===== config.mk =====
export PLATFORM = sky130hd
export DESIGN_NAME = sprite_view
export DESIGN_NICKNAME = d
export VERILOG_FILES = /design/src/rtl/sprite_pkg.sv /design/src/rtl/sprite_orient.sv /design/src/rtl/sprite_view.sv
export SDC_FILE = /design/constraint.sdc
export NUM_CORES = 1
export LEC_CHECK = 0
export ABC_AREA = 1
export CAP_MARGIN = 5
export CELL_PAD_IN_SITES_DETAIL_PLACEMENT = 0
export CELL_PAD_IN_SITES_GLOBAL_PLACEMENT = 2
export CORE_ASPECT_RATIO = 0.6
export CORE_MARGIN = 8
export CORE_UTILIZATION = 32
export CTS_BUF_LIST = sky130_fd_sc_hd__clkbuf_8
export DETAILED_ROUTE_END_ITERATION = 16
export GPL_TIMING_DRIVEN = 0
export PLACE_DENSITY = 0.88
export SYNTH_ARGS = -nofsm -noshare
export SYNTH_HDL_FRONTEND = slang
export SYNTH_HIERARCHICAL = 1
export SYNTH_SLANG_ARGS = --single-unit

===== constraint.sdc =====
create_clock -name clk -period 7.4 [get_ports clk]
set_input_delay 1.11 -clock clk [delete_from_list [all_inputs] [get_ports clk]]
set_output_delay 1.11 -clock clk [all_outputs]
set_load 0.005 [all_outputs]

===== src/rtl/sprite_pkg.sv =====
// Shared definitions for the sprite renderer.
//  - COLOR_W / TRANSPARENT_DEFAULT : colour word width and default see-through colour
//  - DIR_* : one-hot direction codes, bit order {down,up,left,right}
//  - anim_state_t : ping-pong animation direction
//  - is_onehot4 : true when exactly one direction bit is set
package sprite_pkg;

    localparam int COLOR_W = 12;
    localparam logic [COLOR_W-1:0] TRANSPARENT_DEFAULT = 12'h000;

    localparam logic [3:0] DIR_RIGHT = 4'b0001;
    localparam logic [3:0] DIR_LEFT  = 4'b0010;
    localparam logic [3:0] DIR_UP    = 4'b0100;
    localparam logic [3:0] DIR_DOWN  = 4'b1000;

    typedef enum logic {
        ANIM_UP   = 1'b0,
        ANIM_DOWN = 1'b1
    } anim_state_t;

    function automatic logic is_onehot4(input logic [3:0] d);
        return (d != 4'd0) && ((d & (d - 4'd1)) == 4'd0);
    endfunction

endpackage


===== src/rtl/sprite_orient.sv =====
// Combinational orientation mapper.
// Maps the local sprite pixel (r,c) to the ROM source pixel for the given
// one-hot direction. ROM art faces right; the other directions are the
// mirror (left) and the two 90-degree rotations (up, down).
// Ports:
//  r, c      in   RW  local row / column inside the sprite box
//  dir       in   4   one-hot {down,up,left,right}
//  src_row   out  RW  ROM row to fetch
//  src_col   out  RW  ROM column to fetch
module sprite_orient
    import sprite_pkg::*;
#(
    parameter int SPR_SIZE = 30,
    localparam int RW = (SPR_SIZE > 1) ? $clog2(SPR_SIZE) : 1
) (
    input  logic [RW-1:0] r,
    input  logic [RW-1:0] c,
    input  logic [3:0]    dir,
    output logic [RW-1:0] src_row,
    output logic [RW-1:0] src_col
);

    localparam logic [RW-1:0] S = RW'(SPR_SIZE - 1);

    always_comb begin
        src_row = r;
        src_col = c;
        case (dir)
            DIR_LEFT: begin
                src_col = S - c;
            end
            DIR_UP: begin
                src_row = c;
                src_col = S - r;
            end
            DIR_DOWN: begin
                src_row = S - c;
                src_col = r;
            end
            default: begin
                // right (and any stray code) uses the art as stored
            end
        endcase
    end

endmodule


===== src/rtl/sprite_view.sv =====
// Pipelined sprite renderer.
// For each scanned pixel (hc,vc) produces a fill flag and 12-bit colour for a
// square sprite at the latched position, oriented by direction and animated
// with a ping-pong frame sequence. Fixed latency ROM_LATENCY+2, no stalls.
// Ports:
//  clk, rst     clock, asynchronous active-high reset
//  frame_tick   one-cycle pulse per video frame; latches position/direction
//  px_vld       hc/vc in active area
//  hc, vc       scan column / row
//  spr_x, spr_y sprite top-left (shadowed on frame_tick)
//  direction    one-hot {down,up,left,right}
//  anim_en      animate while 1
//  rom_addr     registered sprite ROM address
//  rom_data     ROM colour, ROM_LATENCY cycles after rom_addr
//  out_vld      px_vld delayed
//  sprite_fill  opaque sprite pixel at the delayed (hc,vc)
//  color_data   rom_data when sprite_fill, else 0
module sprite_view
    import sprite_pkg::*;
#(
    parameter int SPR_SIZE    = 30,
    parameter int NUM_FRAMES  = 3,
    parameter int ANIM_DIV    = 4,
    parameter int ROM_LATENCY = 1,
    parameter int COORD_W     = 10,
    parameter logic [COLOR_W-1:0] TRANSPARENT = TRANSPARENT_DEFAULT,
    localparam int ROM_AW = $clog2(NUM_FRAMES * SPR_SIZE * SPR_SIZE)
) (
    input  logic               clk,
    input  logic               rst,
    input  logic               frame_tick,
    input  logic               px_vld,
    input  logic [COORD_W-1:0] hc,
    input  logic [COORD_W-1:0] vc,
    input  logic [COORD_W-1:0] spr_x,
    input  logic [COORD_W-1:0] spr_y,
    input  logic [3:0]         direction,
    input  logic               anim_en,
    output logic [ROM_AW-1:0]  rom_addr,
    input  logic [COLOR_W-1:0] rom_data,
    output logic               out_vld,
    output logic               sprite_fill,
    output logic [COLOR_W-1:0] color_data
);

    localparam int LATENCY = ROM_LATENCY + 2;
    // stages between the address register and the output register
    localparam int DLY     = LATENCY - 2;
    localparam int RW      = (SPR_SIZE > 1) ? $clog2(SPR_SIZE) : 1;
    localparam int FW      = (NUM_FRAMES > 1) ? $clog2(NUM_FRAMES) : 1;
    localparam int DW      = (ANIM_DIV > 1) ? $clog2(ANIM_DIV) : 1;

    generate
        if (NUM_FRAMES < 1) begin : g_bad_frames
            $error("sprite_view: NUM_FRAMES must be >= 1");
        end
        if (ANIM_DIV < 1) begin : g_bad_div
            $error("sprite_view: ANIM_DIV must be >= 1");
        end
        if (ROM_LATENCY < 1) begin : g_bad_lat
            $error("sprite_view: ROM_LATENCY must be >= 1");
        end
    endgenerate

    // ---------------- shadow registers ----------------
    logic [COORD_W-1:0] x_sh_reg;
    logic [COORD_W-1:0] y_sh_reg;
    logic [3:0]         dir_sh_reg;

    always_ff @(posedge clk or posedge rst) begin
        if (rst) begin
            x_sh_reg   <= '0;
            y_sh_reg   <= '0;
            dir_sh_reg <= DIR_RIGHT;
        end else if (frame_tick) begin
            x_sh_reg <= spr_x;
            y_sh_reg <= spr_y;
            // a malformed direction keeps the sprite facing where it was
            if (is_onehot4(direction)) begin
                dir_sh_reg <= direction;
            end
        end
    end

    // ---------------- animation FSM ----------------
    anim_state_t     state_reg, state_next;
    logic [FW-1:0]   frame_reg, frame_next;
    logic [DW-1:0]   div_reg, div_next;

    always_ff @(posedge clk or posedge rst) begin
        if (rst) begin
            state_reg <= ANIM_UP;
            frame_reg <= '0;
            div_reg   <= '0;
        end else begin
            state_reg <= state_next;
            frame_reg <= frame_next;
            div_reg   <= div_next;
        end
    end

    always_comb begin
        state_next = state_reg;
        frame_next = frame_reg;
        div_next   = div_reg;
        if (anim_en && frame_tick) begin
            if (div_reg == DW'(ANIM_DIV - 1)) begin
                div_next = '0;
                if (NUM_FRAMES > 1) begin
                    case (state_reg)
                        ANIM_UP: begin
                            if (frame_reg == FW'(NUM_FRAMES - 1)) begin
                                state_next = ANIM_DOWN;
                                frame_next = frame_reg - FW'(1);
                            end else begin
                                frame_next = frame_reg + FW'(1);
                            end
                        end
                        default: begin
                            if (frame_reg == '0) begin
                                state_next = ANIM_UP;
                                frame_next = FW'(1);
                            end else begin
                                frame_next = frame_reg - FW'(1);
                            end
                        end
                    endcase
                end
            end else begin
                div_next = div_reg + DW'(1);
            end
        end
    end

    // ---------------- stage 0: hit test and orientation ----------------
    // One extra bit keeps x+SPR_SIZE from wrapping past the screen edge.
    logic [COORD_W:0] x_end;
    logic [COORD_W:0] y_end;
    logic             hit;
    logic [RW-1:0]    loc_r;
    logic [RW-1:0]    loc_c;
    logic [RW-1:0]    src_row;
    logic [RW-1:0]    src_col;
    logic [ROM_AW-1:0] addr_calc;

    assign x_end = {1'b0, x_sh_reg} + (COORD_W+1)'(SPR_SIZE);
    assign y_end = {1'b0, y_sh_reg} + (COORD_W+1)'(SPR_SIZE);
    assign hit   = (hc >= x_sh_reg) && ({1'b0, hc} < x_end) &&
                   (vc >= y_sh_reg) && ({1'b0, vc} < y_end);

    // low bits of the difference are exact whenever hit is true
    assign loc_r = RW'(vc) - RW'(y_sh_reg);
    assign loc_c = RW'(hc) - RW'(x_sh_reg);

    sprite_orient #(
        .SPR_SIZE (SPR_SIZE)
    ) u_orient (
        .r       (loc_r),
        .c       (loc_c),
        .dir     (dir_sh_reg),
        .src_row (src_row),
        .src_col (src_col)
    );

    assign addr_calc = ROM_AW'(frame_reg) * ROM_AW'(SPR_SIZE * SPR_SIZE)
                     + ROM_AW'(src_row) * ROM_AW'(SPR_SIZE)
                     + ROM_AW'(src_col);

    // ---------------- stage 1 and delay line ----------------
    // bit 0 is aligned with rom_addr, bit DLY with rom_data
    logic [DLY:0] hit_dly;
    logic [DLY:0] vld_dly;

    always_ff @(posedge clk or posedge rst) begin
        if (rst) begin
            rom_addr <= '0;
            hit_dly  <= '0;
            vld_dly  <= '0;
        end else begin
            if (hit) begin
                rom_addr <= addr_calc;
            end
            hit_dly <= {hit_dly[DLY-1:0], hit};
            vld_dly <= {vld_dly[DLY-1:0], px_vld};
        end
    end

    // ---------------- output stage ----------------
    logic fill_now;

    assign fill_now = vld_dly[DLY] && hit_dly[DLY] && (rom_data != TRANSPARENT);

    always_ff @(posedge clk or posedge rst) begin
        if (rst) begin
            out_vld     <= 1'b0;
            sprite_fill <= 1'b0;
            color_data  <= '0;
        end else begin
            out_vld     <= vld_dly[DLY];
            sprite_fill <= fill_now;
            color_data  <= fill_now ? rom_data : '0;
        end
    end

endmodule


==> flow_summary_export.csv, run 1 <==
group,metric,value,unit
synth,syn_area,4980,µm²
worst_setup_path,r2r-start,"x_sh_reg[0]",
worst_hold_path,hp-start,"hit_dly[0]",
synth,synth_nets,778,
power_and_ir_drop,vdd_ir_drop_max,0.310,mV
worst_setup_path,cpPeakStageDelay,0.51,ns
floorplan,start_util,32.6,%
floorplan,die_y,113,µm
routing,drc,0,
synth,ys_seq_area_share,29.7,%
synth,synth-seq-cells,59,
cts,tritoncts.num_buffers,9,
timing,setup_viol,0,
placement,dp_hpwl,10.3,mm
global_route,grt_pass1_wl,20.7,mm
timing,fmax,144,MHz
synth,synth_edf_count,0,
power_and_ir_drop,power_density,436,nW/µm²
routing,drt-vias-per-instance,4.49,
power_and_ir_drop,p_switching,1.35,mW
floorplan,design.die.area,19900,µm²
placement,gp_congestion,0.827,
power_and_ir_drop,power.leakage,3.29,nW
finish,mostFrequentLayoutCells,"nand2_1 (150), inv_1 (109), clkdlybuf4s50_1 (86)",
timing,setup_tns,0,ns
worst_setup_path,cpMostUsedCell,"nand2_1",
placement,dpl.cell_count,921,
worst_setup_path,reg2reg_slack,1.43,ns
cts,cts.path.max_buffers,2,
timing,period_needed,6.93,ns
finish,reg.largest.list,"color_data (12), rom_addr (12)",
finish,n_fill_cell,1519,
global_route,grt-ovfl-total,0,
power_and_ir_drop,p_int,1.42,mW
timing,maxSlewHeadroom,58.5,%
finish,final_nets,876,
synth,syn_inst,631,
routing,drtIter0Drc,201,
power_and_ir_drop,comb_power_share,71.9,%
worst_setup_path,path_buf_inv,4,
synth,synth.distinct_cells,34,
timing,slew_violations,0,
routing,routedWlPerCell,13.1,µm
global_route,grtUsageTotal,12.8,%
routing,dr.pass1.iters,4,
power_and_ir_drop,p_seq_share,15.8,%
worst_setup_path,cp.required,7.63,ns
outcome,status,"finished, final reports clean",
global_route,grt_antenna_before_repair,0,
timing,rsz0062_at_grt,"false",
cts,tritoncts,"done",
synth,avgSynthCellArea,7.89,µm²
worst_setup_path,crit_path_start_kind,"primary input",
synth,synth_warnings,6,
finish,fin_cells,937,
worst_setup_path,crit_arrival,7.17,ns
synth,synth_ff_type,"dfrtp_1",
timing,final.period_utilization,93.7,%
routing,dr_total_vias,4204,
cts,cts-root-buf,"clkbuf_8",
worst_setup_path,endpoint_kind,"flip-flop",
cts,cts_resized,0,
cts,path_clk_slew,0.08,ns
finish,drive_gt1_share,6.13,%
worst_hold_path,min_to,"hit_dly[1]",
worst_setup_path,slowest_stage,"clkdlybuf4s50_1",
timing,tightest_slew,0.616,ns
worst_setup_path,critPathKind,"primary input to flip-flop",
floorplan,rows,35,
worst_setup_path,r2r-end,"rom_addr[11]",
worst_setup_path,worstPathMaxFanout,5,
floorplan,die_w,177,µm
worst_hold_path,worstHoldPathCells,0,
global_route,grt_pass1_vias,4255,
finish,layout_commonest_cell,"nand2_1",
cts,htree_levels,3,
placement,portBuffers,86,
cts,clock_latency,0.34,ns
floorplan,core,15300,µm²
timing,clock_skew,0.0118,ns
worst_setup_path,r2r_cells,28,
power_and_ir_drop,sw_frac_of_total,48.9,%
worst_hold_path,hp-class,"flip-flop to flip-flop",
floorplan,ios,87,
synth,synthArstFlopShare,100,%
cts,cts_setup_buffers,0,
worst_setup_path,cp_top_family,"adder cells",
finish,diodes,0,
power_and_ir_drop,clkPwrFrac,12.2,%
global_route,grt_max_degree,36,
flow_run,maxCapViolCount,0,
cts,hold_buffers,0,
timing,hold_viol_final,0,
routing,ant_nets,0,
finish,synthToLayoutAreaGrowth,27.4,%
cts,cts_sinks,59,
routing,wl,12.3,mm
[cells by family (layout without fill, tap and decap cells)]
| logic type | count (synthesis) | in the layout | synth area share (%) |
|---|---|---|---|
| AND/OR/NAND/NOR | 262 | 262 | 23.7 |
| buffers and inverters | 121 | 224 | 9.55 |
| adder cells (fa/ha/maj) | 86 | 86 | 23.4 |
| AO/OA/AOI/OAI | 69 | 69 | 7.56 |
| flip-flops | 59 | 59 | 29.7 |
| XOR/XNOR | 32 | 32 | 5.63 |
| multiplexers | 2 | 2 | 0.452 |
[metal layers]
layer | global-route usage, % | share of wire, %
met4 | 2.73 | 0.73
met2 | 18.2 | 39
met1 | 18.7 | 54
met5 | 0 | 0
met3 | 3.65 | 6.1
[cell usage after synthesis (all sizes together) (4+ instances only)]
| cell | n | area (µm²) |
|---|---|---|
| a21oi | 25 | 129 |
| clkbuf | 5 | 18.8 |
| dfrtp | 58 | 1450 |
| fa | 12 | 240 |
| ha | 74 | 926 |
| inv | 112 | 420 |
| nand2 | 156 | 616 |
| nand3 | 43 | 238 |
| nand4 | 10 | 62.6 |
| nor2 | 44 | 208 |
| nor4 | 4 | 25.0 |
| o211ai | 5 | 37.5 |
| o21ai | 33 | 165 |
| xnor2 | 11 | 96.3 |
| xor2 | 21 | 184 |
[power by group through the flow]
stage          Sequential [mW]  Combinational [mW]  Clock (mW)
4_1_cts                  0.440                2.01       0.352
5_1_grt                  0.451                2.32       0.366
2_1_floorplan            0.435                1.53           0
3_3_place_gp             0.442                1.96           0
3_5_place_dp             0.446                2.00           0
6_report                 0.438                1.99       0.339
[cell type report]
class / count / area [µm²] / share of cell area (%)
Sequential cell: 59 / 1480 / 23.3
Buffer: 8 / 46.3 / 0.729
Tap cell: 203 / 254 / 4.00
Clock buffer: 9 / 124 / 1.95
Inverter: 113 / 429 / 6.76
Timing Repair Buffer: 87 / 881 / 13.9
Clock inverter: 7 / 100 / 1.58
Multi-Input combinational cell: 451 / 3030 / 47.8
[per-stage QoR]
stage	utilization [%]	power [mW]	hold WS (ns)	area (µm²)	worst slack, ns
after CTS	41.5	2.80	0.357	6340	0.368
after global placement	39.9	2.40	0.336	6090	0.0158
after floorplan	-	1.96	0.331	4980	1.29
final	41.5	2.77	0.353	6350	0.466
after global routing	41.5	3.14	0.363	6350	0.0534
after detailed placement	40.0	2.45	0.338	6110	0.00603
[worst max path at each step]
| stage | startpoint | to | slack [ns] | cells past startpoint |
|---|---|---|---|---|
| floorplan | hc[0] | rom_addr[11] | 1.29 | 29 |
| global placement | hc[0] | rom_addr[11] | 0.02 | 30 |
| detailed placement | hc[0] | rom_addr[11] | 0.006 | 30 |
| CTS | hc[0] | rom_addr[11] | 0.37 | 30 |
| global route | hc[0] | rom_addr[11] | 0.05 | 30 |
| finish | hc[0] | rom_addr[11] | 0.47 | 30 |
No activity file was read; power rests on OpenSTA's default activity.
==> inputs of run 2 (changes only) <==
- RECOVER_POWER: not set -> 50
==> flow_summary_export.csv, run 2 (synthesis results as in run 1) <==
group,metric,value,unit
cts,cts_resized,0,
worst_setup_path,worstPathMaxFanout,5,
outcome,violations,"capacitance limit, slew limit",
placement,portBuffers,86,
floorplan,die_w,177,µm
timing,worst_slack,0.460,ns
worst_setup_path,endpoint_kind,"flip-flop",
routing,wl,12.3,mm
placement,pre_cts_ws,0.00603,ns
finish,synthToLayoutAreaGrowth,27.1,%
cts,tritoncts,"done",
finish,drive_gt1_share,5.86,%
global_route,grt_pass1_wl,20.7,mm
finish,n_fill_cell,1521,
routing,drt-vias-per-instance,4.49,
finish,mostFrequentLayoutCells,"nand2_1 (150), inv_1 (110), clkdlybuf4s50_1 (80)",
timing,fmax,144,MHz
timing,tightest_slew,1.86,ns
routing,ant_nets,0,
timing,clock_skew,0.0118,ns
worst_setup_path,critPathKind,"primary input to flip-flop",
finish,final_nets,876,
cts,cts-root-buf,"clkbuf_8",
timing,final.period_utilization,93.8,%
floorplan,start_util,32.6,%
routing,routedWlPerCell,13.1,µm
finish,reg.largest.list,"color_data (12), rom_addr (12)",
cts,htree_levels,3,
worst_setup_path,crit_path_start_kind,"primary input",
global_route,grt_antenna_before_repair,0,
timing,slew_violations,36,
floorplan,rows,35,
cts,cts_setup_buffers,0,
worst_setup_path,cp.required,7.63,ns
routing,dr_total_vias,4208,
cts,path_clk_slew,0.08,ns
cts,tritoncts.num_buffers,9,
routing,dr.pass1.iters,4,
global_route,grt_pass1_vias,4255,
global_route,grt-ovfl-total,0,
worst_setup_path,cp_top_family,"adder cells",
outcome,status,"finished, violations left",
worst_setup_path,path_buf_inv,4,
floorplan,core,15300,µm²
power_and_ir_drop,power.leakage,3.29,nW
worst_setup_path,crit_arrival,7.17,ns
timing,setup_viol,0,
worst_setup_path,cpMostUsedCell,"nand2_1",
power_and_ir_drop,power_density,438,nW/µm²
floorplan,ios,87,
timing,setup_tns,0,ns
global_route,grt_max_degree,36,
worst_setup_path,cpPeakStageDelay,0.51,ns
power_and_ir_drop,vdd_ir_drop_max,0.312,mV
placement,gp_congestion,0.827,
finish,diodes,0,
cts,hold_buffers,0,
cts,cts_sinks,59,
cts,cts.path.max_buffers,2,
finish,layout_commonest_cell,"nand2_1",
global_route,grtUsageTotal,12.8,%
cts,clock_latency,0.34,ns
timing,maxSlewHeadroom,-24.3,%
worst_hold_path,hp-class,"flip-flop to flip-flop",
worst_setup_path,slowest_stage,"clkdlybuf4s50_1",
timing,period_needed,6.94,ns
routing,drc,0,
placement,dp_hpwl,10.3,mm
flow_run,maxCapViolCount,1,
timing,hold_viol_final,0,
floorplan,design.die.area,19900,µm²
floorplan,die_y,113,µm
routing,drtIter0Drc,159,
timing,rsz0062_at_grt,"false",
run 2: worst paths after layout:
kind	start	endpoint	slack, ns	depth (start not counted)
min in group asynchronous	rst	x_sh_reg[8]	1.44	2
worst min-delay path	hit_dly[0]	hit_dly[1]	0.35	0
max in group asynchronous	rst	div_reg[1]	3.71	3
worst max register to register	x_sh_reg[0]	rom_addr[11]	1.43	28
worst max-delay path	hc[0]	rom_addr[11]	0.46	30
worst min register to register	hit_dly[0]	hit_dly[1]	0.35	0
run 2: worst register-to-register path: cells and delay by family (launching register included):
family / cells / cell delay, ns
AOI/OAI and AO/OA: 4 / 0.89
xor gates and xnor gates: 3 / 0.68
DFF: 1 / 0.39
buffers and inverters: 2 / 0.25
adders and majority gates: 8 / 2.84
and+or+nand+nor: 11 / 0.84
run 2: routing by layer:
metal	track usage (%)	up-vias	wire length [µm]
met3	3.65	11	737
met1	18.7	1904	6680
met4	2.73	0	89
met5	0	-	0
li1	-	2206	-
met2	18.2	87	4790
run 2: area by class of cell:
cell class / count / area (µm²) / area share (%)
clock inverter: 7 / 100 / 1.58
inverter: 113 / 429 / 6.78
buffer: 8 / 46.3 / 0.731
multi-input combinational: 451 / 3030 / 47.9
timing repair buffer: 87 / 865 / 13.7
tap: 203 / 254 / 4.01
sequential: 59 / 1480 / 23.3
clock buffer: 9 / 124 / 1.96
run 2: where the power goes:
group / switching (mW) / internal (mW)
combinational: 1.16 / 0.838
clock: 0.147 / 0.192
sequential: 0.0530 / 0.385
total: 1.36 / 1.41
run 2: metrics by stage:
step	instances	instance area, µm²	total power [mW]	hold WS, ns	utilization (%)
finish	937	6330	2.77	0.353	41.4
global route	937	6330	3.14	0.363	41.4
CTS	937	6340	2.80	0.357	41.5
detailed placement	921	6110	2.45	0.338	40.0
global placement	920	6090	2.40	0.336	39.9
floorplan	631	4980	1.96	0.331	-
==> inputs of run 3 (changes only) <==
- CORE_UTILIZATION: 32 -> 30
- PLACE_DENSITY: 0.88 -> 0.83
==> flow_summary_export.csv, run 3 (synthesis results as in run 1) <==
group,metric,value,unit
flow_run,maxCapViolCount,1,
timing,maxSlewHeadroom,-19.7,%
timing,tightest_slew,1.80,ns
routing,drc,0,
worst_setup_path,cpMostUsedCell,"nand2_1",
timing,period_needed,6.86,ns
timing,hold_viol_final,0,
outcome,violations,"capacitance limit, slew limit",
power_and_ir_drop,power.leakage,3.27,nW
routing,wl,12.7,mm
floorplan,start_util,30.7,%
cts,htree_levels,3,
placement,dp_hpwl,10.6,mm
worst_setup_path,critPathKind,"primary input to flip-flop",
finish,n_fill_cell,1628,
timing,worst_slack,0.536,ns
cts,cts.path.max_buffers,2,
worst_setup_path,endpoint_kind,"flip-flop",
power_and_ir_drop,clkPwrFrac,11.2,%
power_and_ir_drop,sw_frac_of_total,50.7,%
floorplan,rows,36,
floorplan,ios,87,
routing,drt-vias-per-instance,4.44,
timing,fmax,146,MHz
power_and_ir_drop,p_int,1.40,mW
placement,portBuffers,86,
worst_setup_path,cp_top_family,"adder cells",
routing,dr.pass1.iters,4,
floorplan,design.die.area,21100,µm²
worst_setup_path,slowest_stage,"clkdlybuf4s50_1",
global_route,grt_pass1_vias,4306,
power_and_ir_drop,comb_power_share,73.4,%
finish,drive_gt1_share,5.99,%
worst_setup_path,cpPeakStageDelay,0.52,ns
floorplan,core,16200,µm²
floorplan,die_y,116,µm
global_route,grt_max_degree,32,
power_and_ir_drop,total_power,2.83,mW
timing,slew_violations,32,
routing,ant_nets,0,
placement,gp_congestion,0.812,
power_and_ir_drop,power_density,448,nW/µm²
cts,tritoncts.num_buffers,9,
timing,fin_hold_ws,0.353,ns
timing,final.period_utilization,92.8,%
cts,path_clk_slew,0.07,ns
worst_setup_path,path_buf_inv,4,
placement,place_area,6120,µm²
routing,routedWlPerCell,13.4,µm
power_and_ir_drop,vdd_ir_drop_max,0.387,mV
worst_setup_path,crit_arrival,7.11,ns
global_route,grt-ovfl-total,0,
finish,synthToLayoutAreaGrowth,27.0,%
timing,setup_viol,0,
routing,dr_total_vias,4187,
cts,tritoncts,"done",
global_route,grt_pass1_wl,21.2,mm
worst_setup_path,cp.required,7.64,ns
worst_setup_path,crit_path_start_kind,"primary input",
cts,cts-root-buf,"clkbuf_8",
timing,clock_skew,0.0140,ns
outcome,status,"finished, violations left",
finish,reg.largest.list,"color_data (12), rom_addr (12)",
finish,mostFrequentLayoutCells,"nand2_1 (150), inv_1 (110), clkdlybuf4s50_1 (81)",
routing,drtIter0Drc,220,
finish,diodes,0,
placement,pre_cts_ws,-0.0717,ns
finish,final_nets,877,
power_and_ir_drop,p_seq_share,15.4,%
floorplan,die_w,182,µm
cts,cts_sinks,59,
finish,finalInstanceArea,6320,µm²
finish,layout_commonest_cell,"nand2_1",
worst_hold_path,hp-class,"flip-flop to flip-flop",
cts,clock_latency,0.36,ns
global_route,grt_antenna_before_repair,0,
global_route,grtUsageTotal,12.6,%
worst_setup_path,worstPathMaxFanout,5,
power_and_ir_drop,p_switching,1.44,mW
timing,rsz0062_at_grt,"false",
run 3: metrics by stage:
| step | std cells | setup TNS [ns] | util (%) |
|---|---|---|---|
| 4_1_cts | 943 | 0 | 39.0 |
| 2_1_floorplan | 631 | 0 | - |
| 5_1_grt | 944 | 0 | 39.0 |
| 3_5_place_dp | 927 | -0.0717 | 37.8 |
| 6_report | 944 | 0 | 39.0 |
| 3_3_place_gp | 926 | -0.0381 | 37.6 |
run 3: layout make-up:
type / instances / area, µm² / share of cell area, %
multi-input cells: 451 / 3030 / 48.0
flip-flops and latches: 59 / 1480 / 23.4
repair buffers: 88 / 872 / 13.8
inverters: 113 / 429 / 6.79
well taps: 209 / 262 / 4.14
clock buffers: 10 / 138 / 2.18
clock inverters: 6 / 63.8 / 1.01
plain buffers: 8 / 46.3 / 0.732
run 3: path summary, 6_finish.rpt:
path                       depth (start not counted)            end  slack [ns]        start
max                                               30   rom_addr[11]        0.54        hc[0]
min                                                0     vld_dly[1]        0.35   vld_dly[0]
max reg2reg                                       28   rom_addr[11]        1.50  x_sh_reg[0]
min reg2reg                                        0     vld_dly[1]        0.35   vld_dly[0]
max in group asynchronous                          3  dir_sh_reg[1]        3.70          rst
min in group asynchronous                          2  color_data[2]        1.46          rst
run 3: repair_timing:
item | in CTS | in global routing
setup endpoints to repair | 0 | 2
buffers inserted | 0 | 1
resized for setup | 0 | 2
hold buffers | 0 | 0
run 3: layer usage:
metal  vias up  global-route usage, %  part of all wire, %
met5         -                      0                    0
met4         0                   2.23                 0.58
met3         9                   3.63                  5.2
met2        86                   18.1                   38
met1      1887                   18.3                   56
li1       2205                      -                    -
run 3: power by group through the flow:
| stage | registers [mW] | clock network (mW) | logic [mW] |
|---|---|---|---|
| 3_5_place_dp | 0.444 | 0 | 2.08 |
| 2_1_floorplan | 0.435 | 0 | 1.53 |
| 4_1_cts | 0.438 | 0.330 | 2.09 |
| 5_1_grt | 0.446 | 0.347 | 2.41 |
| 6_report | 0.437 | 0.318 | 2.08 |
| 3_3_place_gp | 0.439 | 0 | 2.07 |
